### config.mk
export PLATFORM = sky130hd
export DESIGN_NAME = lfsr_pn_flat
export DESIGN_NICKNAME = d
export VERILOG_FILES = /design/src/rtl/lfsr_pn_if.sv /design/src/rtl/lfsr_pn.sv /design/src/flat_wrapper.sv
export SDC_FILE = /design/constraint.sdc
export NUM_CORES = 1
export LEC_CHECK = 0
export CAP_MARGIN = 15
export CELL_PAD_IN_SITES_DETAIL_PLACEMENT = 1
export CELL_PAD_IN_SITES_GLOBAL_PLACEMENT = 1
export CORE_MARGIN = 4
export CORE_UTILIZATION = 30
export DETAILED_ROUTE_END_ITERATION = 10
export PLACE_DENSITY_LB_ADDON = 0.1
export SLEW_MARGIN = 20
export SYNTH_ARGS = -nofsm -noshare
export SYNTH_HDL_FRONTEND = slang
export SYNTH_SLANG_ARGS = --single-unit
### constraint.sdc
create_clock -name clk -period 4.6 [get_ports clk]
set_clock_uncertainty 0.05 [all_clocks]
set_input_delay 0.92 -clock clk [delete_from_list [all_inputs] [get_ports clk]]
set_output_delay 0.92 -clock clk [all_outputs]
set_load 0.05 [all_outputs]
### src/rtl/lfsr_pn_if.sv
// lfsr_pn_if: control and status bundle for the lfsr_pn pattern generator.
// The master side issues advance/load requests, the slave side is the LFSR.
interface lfsr_pn_if #(
    parameter int unsigned W = 8
);
    logic         enb;
    logic         load;
    logic [W-1:0] seed_i;
    logic [W-1:0] q;
    logic [W-1:0] cnt;
    logic         wrap;
    logic         err;

    modport master (output enb, load, seed_i, input q, cnt, wrap, err);
    modport slave  (input enb, load, seed_i, output q, cnt, wrap, err);
endinterface

### src/rtl/lfsr_pn.sv
// lfsr_pn: parametrised maximal-length Fibonacci LFSR (shift toward MSB).
// Advances STEPS shifts per enabled cycle, supports runtime seed load,
// zero-state recovery, and a period counter with a one-cycle wrap pulse.
module lfsr_pn #(
    parameter int unsigned  W     = 8,
    parameter int unsigned  STEPS = 1,
    parameter logic [W-1:0] SEED  = W'(1)
) (
    input  logic     clk,
    input  logic     rst,
    lfsr_pn_if.slave bus
);

    if (W < 3 || W > 32) begin : g_bad_w
        $error("lfsr_pn: W must be in 3..32");
    end
    if (STEPS < 1 || STEPS > W) begin : g_bad_steps
        $error("lfsr_pn: STEPS must be in 1..W");
    end

    // Single-bit mask for 1-indexed tap n (tap W is the MSB).
    function automatic logic [31:0] tap(input int unsigned n);
        return 32'(1) << (n - 1);
    endfunction

    // Maximal-length tap sets for every supported width.
    function automatic logic [31:0] tap_mask(input int unsigned w);
        case (w)
            3:       return tap(3)  | tap(2);
            4:       return tap(4)  | tap(3);
            5:       return tap(5)  | tap(3);
            6:       return tap(6)  | tap(5);
            7:       return tap(7)  | tap(6);
            8:       return tap(8)  | tap(6)  | tap(5)  | tap(4);
            9:       return tap(9)  | tap(5);
            10:      return tap(10) | tap(7);
            11:      return tap(11) | tap(9);
            12:      return tap(12) | tap(6)  | tap(4)  | tap(1);
            13:      return tap(13) | tap(4)  | tap(3)  | tap(1);
            14:      return tap(14) | tap(5)  | tap(3)  | tap(1);
            15:      return tap(15) | tap(14);
            16:      return tap(16) | tap(15) | tap(13) | tap(4);
            17:      return tap(17) | tap(14);
            18:      return tap(18) | tap(11);
            19:      return tap(19) | tap(6)  | tap(2)  | tap(1);
            20:      return tap(20) | tap(17);
            21:      return tap(21) | tap(19);
            22:      return tap(22) | tap(21);
            23:      return tap(23) | tap(18);
            24:      return tap(24) | tap(23) | tap(22) | tap(17);
            25:      return tap(25) | tap(22);
            26:      return tap(26) | tap(6)  | tap(2)  | tap(1);
            27:      return tap(27) | tap(5)  | tap(2)  | tap(1);
            28:      return tap(28) | tap(25);
            29:      return tap(29) | tap(27);
            30:      return tap(30) | tap(6)  | tap(4)  | tap(1);
            31:      return tap(31) | tap(28);
            32:      return tap(32) | tap(22) | tap(2)  | tap(1);
            default: return '0;
        endcase
    endfunction

    localparam logic [W-1:0] MASK     = W'(tap_mask(W));
    // A zero seed would lock the register, so it is promoted to 1.
    localparam logic [W-1:0] SEED_EFF = (SEED == '0) ? W'(1) : SEED;

    function automatic logic [W-1:0] shift1(input logic [W-1:0] s);
        return {s[W-2:0], ^(s & MASK)};
    endfunction

    logic [W-1:0] q_r;
    logic [W-1:0] start_r;
    logic [W-1:0] cnt_r;
    logic [W-1:0] nxt;
    logic         wrap_r;
    logic         err_r;

    // Compose the single-shift function STEPS times within one cycle.
    always_comb begin
        nxt = q_r;
        for (int unsigned i = 0; i < STEPS; i++) begin
            nxt = shift1(nxt);
        end
    end

    // State update: load beats zero-recovery beats enable; pulses default low.
    always_ff @(posedge clk or negedge rst) begin
        if (!rst) begin
            q_r     <= SEED_EFF;
            start_r <= SEED_EFF;
            cnt_r   <= '0;
            wrap_r  <= 1'b0;
            err_r   <= 1'b0;
        end else begin
            wrap_r <= 1'b0;
            err_r  <= 1'b0;
            if (bus.load) begin
                if (bus.seed_i == '0) begin
                    q_r     <= W'(1);
                    start_r <= W'(1);
                    err_r   <= 1'b1;
                end else begin
                    q_r     <= bus.seed_i;
                    start_r <= bus.seed_i;
                end
                cnt_r <= '0;
            end else if (q_r == '0) begin
                q_r   <= W'(1);
                err_r <= 1'b1;
            end else if (bus.enb) begin
                q_r <= nxt;
                if (nxt == start_r) begin
                    wrap_r <= 1'b1;
                    cnt_r  <= '0;
                end else begin
                    cnt_r <= cnt_r + W'(1);
                end
            end
        end
    end

    assign bus.q    = q_r;
    assign bus.cnt  = cnt_r;
    assign bus.wrap = wrap_r;
    assign bus.err  = err_r;

endmodule

### src/flat_wrapper.sv
// flat-port wrapper written by rule: the top's interface ports become plain ports
module lfsr_pn_flat 
#(
    parameter int unsigned  W     = 8,
    parameter int unsigned  STEPS = 1,
    parameter logic [W-1:0] SEED  = W'(1)
)
  (clk, rst, bus_enb, bus_load, bus_seed_i, bus_q, bus_cnt, bus_wrap, bus_err);
  lfsr_pn_if #(.W(W)) bus_i ();
  input  logic clk;
  input  logic rst;
  input wire logic [$bits(bus_i.enb)-1:0] bus_enb;
  input wire logic [$bits(bus_i.load)-1:0] bus_load;
  input wire logic [$bits(bus_i.seed_i)-1:0] bus_seed_i;
  output wire logic [$bits(bus_i.q)-1:0] bus_q;
  output wire logic [$bits(bus_i.cnt)-1:0] bus_cnt;
  output wire logic [$bits(bus_i.wrap)-1:0] bus_wrap;
  output wire logic [$bits(bus_i.err)-1:0] bus_err;
  assign bus_i.enb = bus_enb;
  assign bus_i.load = bus_load;
  assign bus_i.seed_i = bus_seed_i;
  assign bus_q = bus_i.q;
  assign bus_cnt = bus_i.cnt;
  assign bus_wrap = bus_i.wrap;
  assign bus_err = bus_i.err;
  lfsr_pn #(.W(W), .STEPS(STEPS), .SEED(SEED)) u_core (.clk(clk), .rst(rst), .bus(bus_i));
endmodule
== Word level (Yosys, flattened, before mapping) ==
Cells that the tools add are included.
Word-level totals
  register bits: 26
  input bits: 12
  output and inout port bits: 18
  logic and storage cells: 29
Operators by class
  add/subtract/negate cells: 1
  equality and inequality tests: 2
  mux-type cells: 15
  reductions and logical operators: 6
Operator list (number)
  $mux 8: 8
  $logic_not 8->1: 2
  $add 8x1->8 const B: 1
  $eq 8x8->1: 1
  $reduce_xor 8->1: 1
  $mux 1: 7
  $reduce_bool 3->1: 1
  $ne 2x2->1 const B: 1
  $reduce_and 2->1: 1
  $reduce_bool 2->1: 1

== Depth between registers and ports, before layout ==
Gate-level depths: netlist (run 1).
  depth in word-level cells: 6
  depth in mapped cells: 8
  gate-level depth less buffers: 7

== Least setup slack after synthesis (run 1) ==
OpenSTA, ideal clock, no wires.
  path type: reg2reg
  start point: register u_core.q_r[4] (netlist: u_core.bus.q[4])
  end point: register u_core.cnt_r[5] (netlist: u_core.bus.cnt[5])
  library setup time: 0.151 ns
  data arrival time: 2.116 ns
  data required time: 4.399 ns
  path slack: 2.284 ns
  stages on the path, launching flop included: 8
  buffers on the path: 0
  period minus slack after synthesis: 2.316 ns
  path through: dfrtp_1 -> inv_1 -> ha_1 -> xnor3_1 -> xnor2_1 -> o31ai_1 -> or2_4 -> o311ai_2
Between the ends
  longest elaborated chain between the ends: 6
  elaborated cells between the ends (all ways): 9
  classes of those cells: eq/ne: 2; mux: 4; reduce/logical: 3
Ends and longest elaborated chain
  start, declared: RTL line lfsr_pn.sv:71  | logic [W-1:0] q_r;
  start signal, assigned: RTL line lfsr_pn.sv:103  | q_r <= bus.seed_i;
  start signal, assigned: RTL line lfsr_pn.sv:111  | q_r <= nxt;
  $reduce_xor 8->1: RTL line lfsr_pn.sv:68  | return {s[W-2:0], ^(s & MASK)};
  $eq 8x8->1: RTL line lfsr_pn.sv:112  | if (nxt == start_r) begin
  $mux 8: RTL line lfsr_pn.sv:112
  $mux 8: RTL line lfsr_pn.sv:110  | end else if (bus.enb) begin
  $mux 8: RTL line lfsr_pn.sv:107  | end else if (q_r == '0) begin
  $mux 8: RTL line lfsr_pn.sv:97  | if (bus.load) begin
  end signal, assigned: RTL line lfsr_pn.sv:116  | cnt_r <= cnt_r + W'(1);
  end, declared: RTL line lfsr_pn.sv:73  | logic [W-1:0] cnt_r;
Several ways; a longest one is shown, not always the timed one. The select of a mux whose other input is x is not followed.
A chain may end at the register's enable or synchronous reset.

== Worst setup path in the final report (run 1) ==
  start point: register u_core.q_r[0] (netlist: u_core.bus.q[0])
  end point: output bus_q[0]
RTL lines
  end, declared: RTL line flat_wrapper.sv:15  | output wire logic [$bits(bus_i.q)-1:0] bus_q;
No word-level cell between the ends.

==> results of run 1 <==
## worst paths after layout
check                                         startpoint                       endpoint  slack [ps]
setup / recovery             u_core.bus.q[0]$_DFFE_PN1P_                       bus_q[0]        1940
hold / removal             u_core.start_r[0]$_DFFE_PN1P_  u_core.start_r[0]$_DFFE_PN1P_         470
setup reg to reg             u_core.bus.q[4]$_DFFE_PN0P_  u_core.bus.cnt[4]$_DFFE_PN0P_        2250
hold reg to reg            u_core.start_r[0]$_DFFE_PN1P_  u_core.start_r[0]$_DFFE_PN1P_         470
max in group asynchronous                            rst  u_core.start_r[2]$_DFFE_PN0P_        3450
min in group asynchronous                            rst  u_core.bus.cnt[1]$_DFFE_PN0P_         560
## cell type report
class,count,area (um2)
fillers,483,2619
inverters,7,26.28
well taps,52,65.06
clock buffers,4,55.05
flip-flops and latches,26,653.1
multi-input cells,94,658.1
repair buffers,32,307.8
## cell families (layout without fill, tap and decap cells)
logic type,Yosys count,in the layout
AO/OA/AOI/OAI,27,27
XOR/XNOR,9,9
adder cells (fa/ha/maj),2,2
buffers and inverters,12,43
flip-flops,26,26
multiplexers,12,12
AND/OR/NAND/NOR,44,44
## through the flow
step,hold WS (ps),cells
2_1_floorplan,436.1,132
3_3_place_gp,450.9,211
3_5_place_dp,456.8,211
4_1_cts,471.0,215
5_1_grt,499.5,215
6_report,466.5,215
## routing by layer
layer,vias to the layer above,wire length (um),track usage [%]
li1,531,-,-
met3,3,140,3.166
met2,19,1909,24.83
met1,563,1578,17.89
met5,-,0,0
met4,0,27,3.495
## cells in the mapped netlist (2+ instances only)
cell	n	area, um2
clkbuf_1	3	11.26
nand3_1	4	20.02
ha_1	2	25.02
nand4_1	3	18.77
o311ai_2	2	32.53
o21ai_0	10	50.05
nand2b_1	2	12.51
or2_2	2	12.51
o2bb2a_1	2	20.02
mux2_2	5	56.30
dfstp_2	2	52.55
o31ai_1	3	22.52
nand2_1	18	67.56
nor2_1	5	18.77
xnor2_1	8	70.07
nor3_1	3	15.01
dfrtp_1	24	600.6
mux2i_1	7	70.07
inv_1	7	26.28
a21oi_1	2	10.01
## power groups by stage
stage | Sequential [mW] | Combinational (mW) | Clock, mW
detailed placement | 0.278 | 0.164 | 0
global route | 0.277 | 0.176 | 0.165
CTS | 0.274 | 0.166 | 0.160
global placement | 0.278 | 0.162 | 0
floorplan | 0.314 | 0.0653 | 0
finish | 0.273 | 0.163 | 0.157
## sequential cells by signal (all words and copies together) (netlist names)
signal and count:
u_core.bus.wrap 1, u_core.start_r 8, u_core.bus.cnt 8, u_core.bus.q 8, u_core.bus.err 1
## cell usage in the layout, fill, tap and decap left out
cell type	count
a21oi_2	1
dfrtp_1	24
nor4_1	1
xnor3_1	1
o2bb2ai_1	1
nor2_1	5
clkbuf_8	4
nor3_1	3
ha_1	2
buf_4	3
nand2_1	18
or3b_1	1
clkdlybuf4s50_1	28
nand3_1	4
o21bai_1	1
mux2i_1	7
o31ai_1	3
o21ai_0	10
inv_1	7
dfstp_2	2
xnor2_1	8
a22oi_1	1
o311ai_2	2
nand4_1	3
or3_1	1
or4_1	1
a211oi_1	1
or2_2	2
mux2_2	5
a221oi_1	1
nor4b_1	1
nand2b_1	2
a31oi_1	1
o22ai_1	1
and3_1	1
o2bb2a_1	2
or2_4	1
a21oi_1	2
buf_2	1
==> metrics, run 1 <==
Via Count 1116; worst-skew pair later-pin latency 280 ps; synthesized instance count 132; P&R area growth vs syn 29.81%; worst path bufs/invs 1; core area 4384 um2; WL/cell 17.00 um; CP Depth 1; Num CTS Buffers 3; Core Util, Final 40.27%; final instance area 1765 um2; post-synth cell types 38; Hold Path Depth 2; worst slew margin relative to its limit 58.97%; crit path launch type register; CTS tree done; Synth warnings 0; remaining global-route overflow 0; Initial Util 31.02%; Main synth FF type dfrtp_1; initial antenna violation count 0; number of synthesized flops with an enable pin 0; pin count of the biggest net entering global routing 24; total wire length 3656 um; Final #Nets 178; Crit path arrival time 1690 ps; IR drop worst, VDD 0.0001313 V; status finished, final reports clean; cts hold-fix bufs 0; Avg Vias per Cell 5.191; Worst Reg2Reg Path Length in Cells 7; Post-CTS Resized 0; sequential share of power 46.1%; row count 24; syn nets 146; slew of the pin with the lowest slew margin 610.2 ps; Synth Area in Adders 1.840%; ys async rst share 100.0%; clock sink total 26; share of post-route cells with drive strength above 1 12.88%; fmax 0.3756 GHz; max-slew violations 0; WS Path Type reg -> out; I/O pin count 30; Total GRT Usage 14.24%; Max Cap Viol 0; DP Area 1715 um2; Antenna Cells 0; setup bufs post-CTS 0; die width 75.33 um; first-pass GRT wire length 6085 um; mux share of post-synthesis cell area 9.292%; Max clock buf depth 2; Final Wtd Congestion 0.8093; Pwr Density 336.1 nW/um2; CP peak stage delay 820 ps; Detail Placement HPWL 2743 um; clock power share 26.4%; required time of the critical path 3630 ps; final setup vio count 0; DR pass1 iterations 4; total negative slack 0 ps; critical path's top delay family buffers and inverters; cell internal pwr 0.3944 mW; First DRT Iteration DRCs 17; Final WS setup 1937 ps; Comb pwr share 27.5%; crit-path cells clkdlybuf4s50_1; Leak Pwr 0.7192 nW; synthesized flop and latch total 26; final period utilization 57.88%; sequential-to-total area share from yosys stat 48.02%; vias in the first global route 1192; main combinational cell family by area after synthesis simple AND/OR/NAND/NOR gates; drt drc 0; Compound-Gate Fraction of Synth Area 14.44%; post-synthesis simple-gate area fraction 16.01%; Die Span Y 75.33 um; Mapped Area 1360 um2; die area 5675 um2; minimum clock period after layout 2663 ps; XOR/XNOR Fraction of Synth Area 6.808%; Setup crit end kind output pin; pre-CTS setup slack 2076 ps; clock-pin slew on the worst setup and hold paths 100 ps; Detail Route Antenna Nets 0; crit-path max FO 5; Slowest cell on crit path clkdlybuf4s50_1; Final Hold Viols 0; Hold Path Class reg -> reg; sw frac 33.54%; IO buf count 29; Power Total 0.5934 mW; RSZ-0062 raised after global routing false; Avg Synthesized Cell Area 10.30 um2; clock root buffer master clkbuf_8; Psw 0.1990 mW; H-tree depth 1
Note: power is estimated with default switching activity, not from simulation.
==> run 2: changes to the inputs <==
clock period = 2.31 ns   (was 4.6 ns; I/O delays follow)
==> metrics, run 2 (synthesis results as in run 1) <==
Avg Vias per Cell 4.945; I/O pin count 30; remaining global-route overflow 0; WL/cell 16.00 um; Slowest cell on crit path clkdlybuf4s50_1; Total GRT Usage 14.11%; Die Span Y 75.33 um; Max clock buf depth 2; crit-path max FO 5; Power Total 1.177 mW; Final Wtd Congestion 0.8651; critical path's top delay family buffers and inverters; initial antenna violation count 0; pin count of the biggest net entering global routing 27; Hold Path Class reg -> reg; setup bufs post-CTS 0; minimum clock period after layout 2191 ps; H-tree depth 1; Final Hold Viols 0; required time of the critical path 1800 ps; Detail Route Antenna Nets 0; drt drc 0; cell internal pwr 0.7919 mW; CP peak stage delay 820 ps; Psw 0.3850 mW; clock-pin slew on the worst setup and hold paths 90 ps; Num CTS Buffers 3; worst path bufs/invs 1; die area 5675 um2; worst-skew pair later-pin latency 270 ps; Final #Nets 182; Detail Placement HPWL 2689 um; CTS tree done; sw frac 32.71%; final period utilization 94.86%; commonest cells after routing, fill and taps aside 29 x clkdlybuf4s50_1, 23 x dfrtp_1, 18 x nand2_1; commonest non-fill, non-tap cell in the layout clkdlybuf4s50_1; crit path launch type register; total wire length 3504 um; final instance area 1813 um2; share of post-route cells with drive strength above 1 16.17%; Pwr Density 649.2 nW/um2; first-pass GRT wire length 6003 um; clock sink total 26; crit-path cells clkdlybuf4s50_1; total negative slack 0 ps; status finished, final reports clean; Initial Util 31.02%; Via Count 1083; slew of the pin with the lowest slew margin 517.0 ps; sequential share of power 46.3%; DR pass1 iterations 4; IR drop worst, VDD 0.0002446 V; Comb pwr share 28.2%; Setup crit end kind output pin; max-slew violations 0; vias in the first global route 1225; RSZ-0062 raised after global routing false; First DRT Iteration DRCs 32; die width 75.33 um; fmax 0.4564 GHz; Crit path arrival time 1680 ps; DP Area 1747 um2; clock power share 25.5%; Max Cap Viol 0; Antenna Cells 0; core area 4384 um2; Leak Pwr 0.7400 nW; IO buf count 29; WS Path Type reg -> out; P&R area growth vs syn 33.30%; worst slew margin relative to its limit 65.43%; clock root buffer master clkbuf_8; row count 24; final setup vio count 0
## run 2: layout make-up
cell class / instances / area, um2
clock buffer: 4 / 55.05
sequential: 26 / 654.4
tap: 52 / 65.06
timing repair buffer: 36 / 342.8
fill: 498 / 2571
inverter: 7 / 26.28
multi-input combinational: 94 / 669.4
## run 2: power groups by stage
stage | clock network [mW] | logic, mW | registers, mW
after global routing | 0.332 | 0.358 | 0.554
after detailed placement | 0 | 0.331 | 0.554
final | 0.300 | 0.332 | 0.545
after CTS | 0.315 | 0.334 | 0.546
after global placement | 0 | 0.329 | 0.552
after floorplan | 0 | 0.130 | 0.625
## run 2: repair_timing
item / CTS / global route
hold buffers: 0 / 0
resized for setup: 0 / 2
endpoints found under the setup margin: 0 / 7
## run 2: metrics by stage
step,std cells,setup slack (ps),utilization [%],hold WS (ps)
final,219,118.8,41.35,483.4
after global routing,219,38.71,41.35,505.7
after CTS,219,100.6,41.10,485.8
after detailed placement,215,124.7,39.84,467.9
after global placement,215,159.1,39.84,451.0
after floorplan,132,0.3100,-,116.4
## run 2: routing by layer
layer  global-route usage, %  wire length, um  vias to the layer above
li1                        -                -                      537
met1                   16.83             1527                      523
met2                   25.70             1811                       18
met3                   2.243              114                        5
met4                   4.660               50                        0
met5                       0                0                        -
## run 2: path summary, 6_finish.rpt
kind                                             start                             to  slack, ps  depth (start not counted)
min                        u_core.bus.q[0]$_DFFE_PN1P_    u_core.bus.q[0]$_DFFE_PN1P_        480                          2
min reg2reg                u_core.bus.q[0]$_DFFE_PN1P_    u_core.bus.q[0]$_DFFE_PN1P_        480                          2
max in group asynchronous                          rst    u_core.bus.q[0]$_DFFE_PN1P_       1400                          2
min in group asynchronous                          rst  u_core.bus.cnt[4]$_DFFE_PN0P_        500                          2
max                        u_core.bus.q[0]$_DFFE_PN1P_                       bus_q[0]        120                          1
max reg2reg                u_core.bus.q[5]$_DFFE_PN0P_  u_core.bus.cnt[0]$_DFFE_PN0P_        200                          7
==> run 3: changes to the inputs <==
SKIP_LAST_GASP = 1   (was not set)
==> results of run 3 <==
Final layout, timing and power as in run 2 (identical DEF).
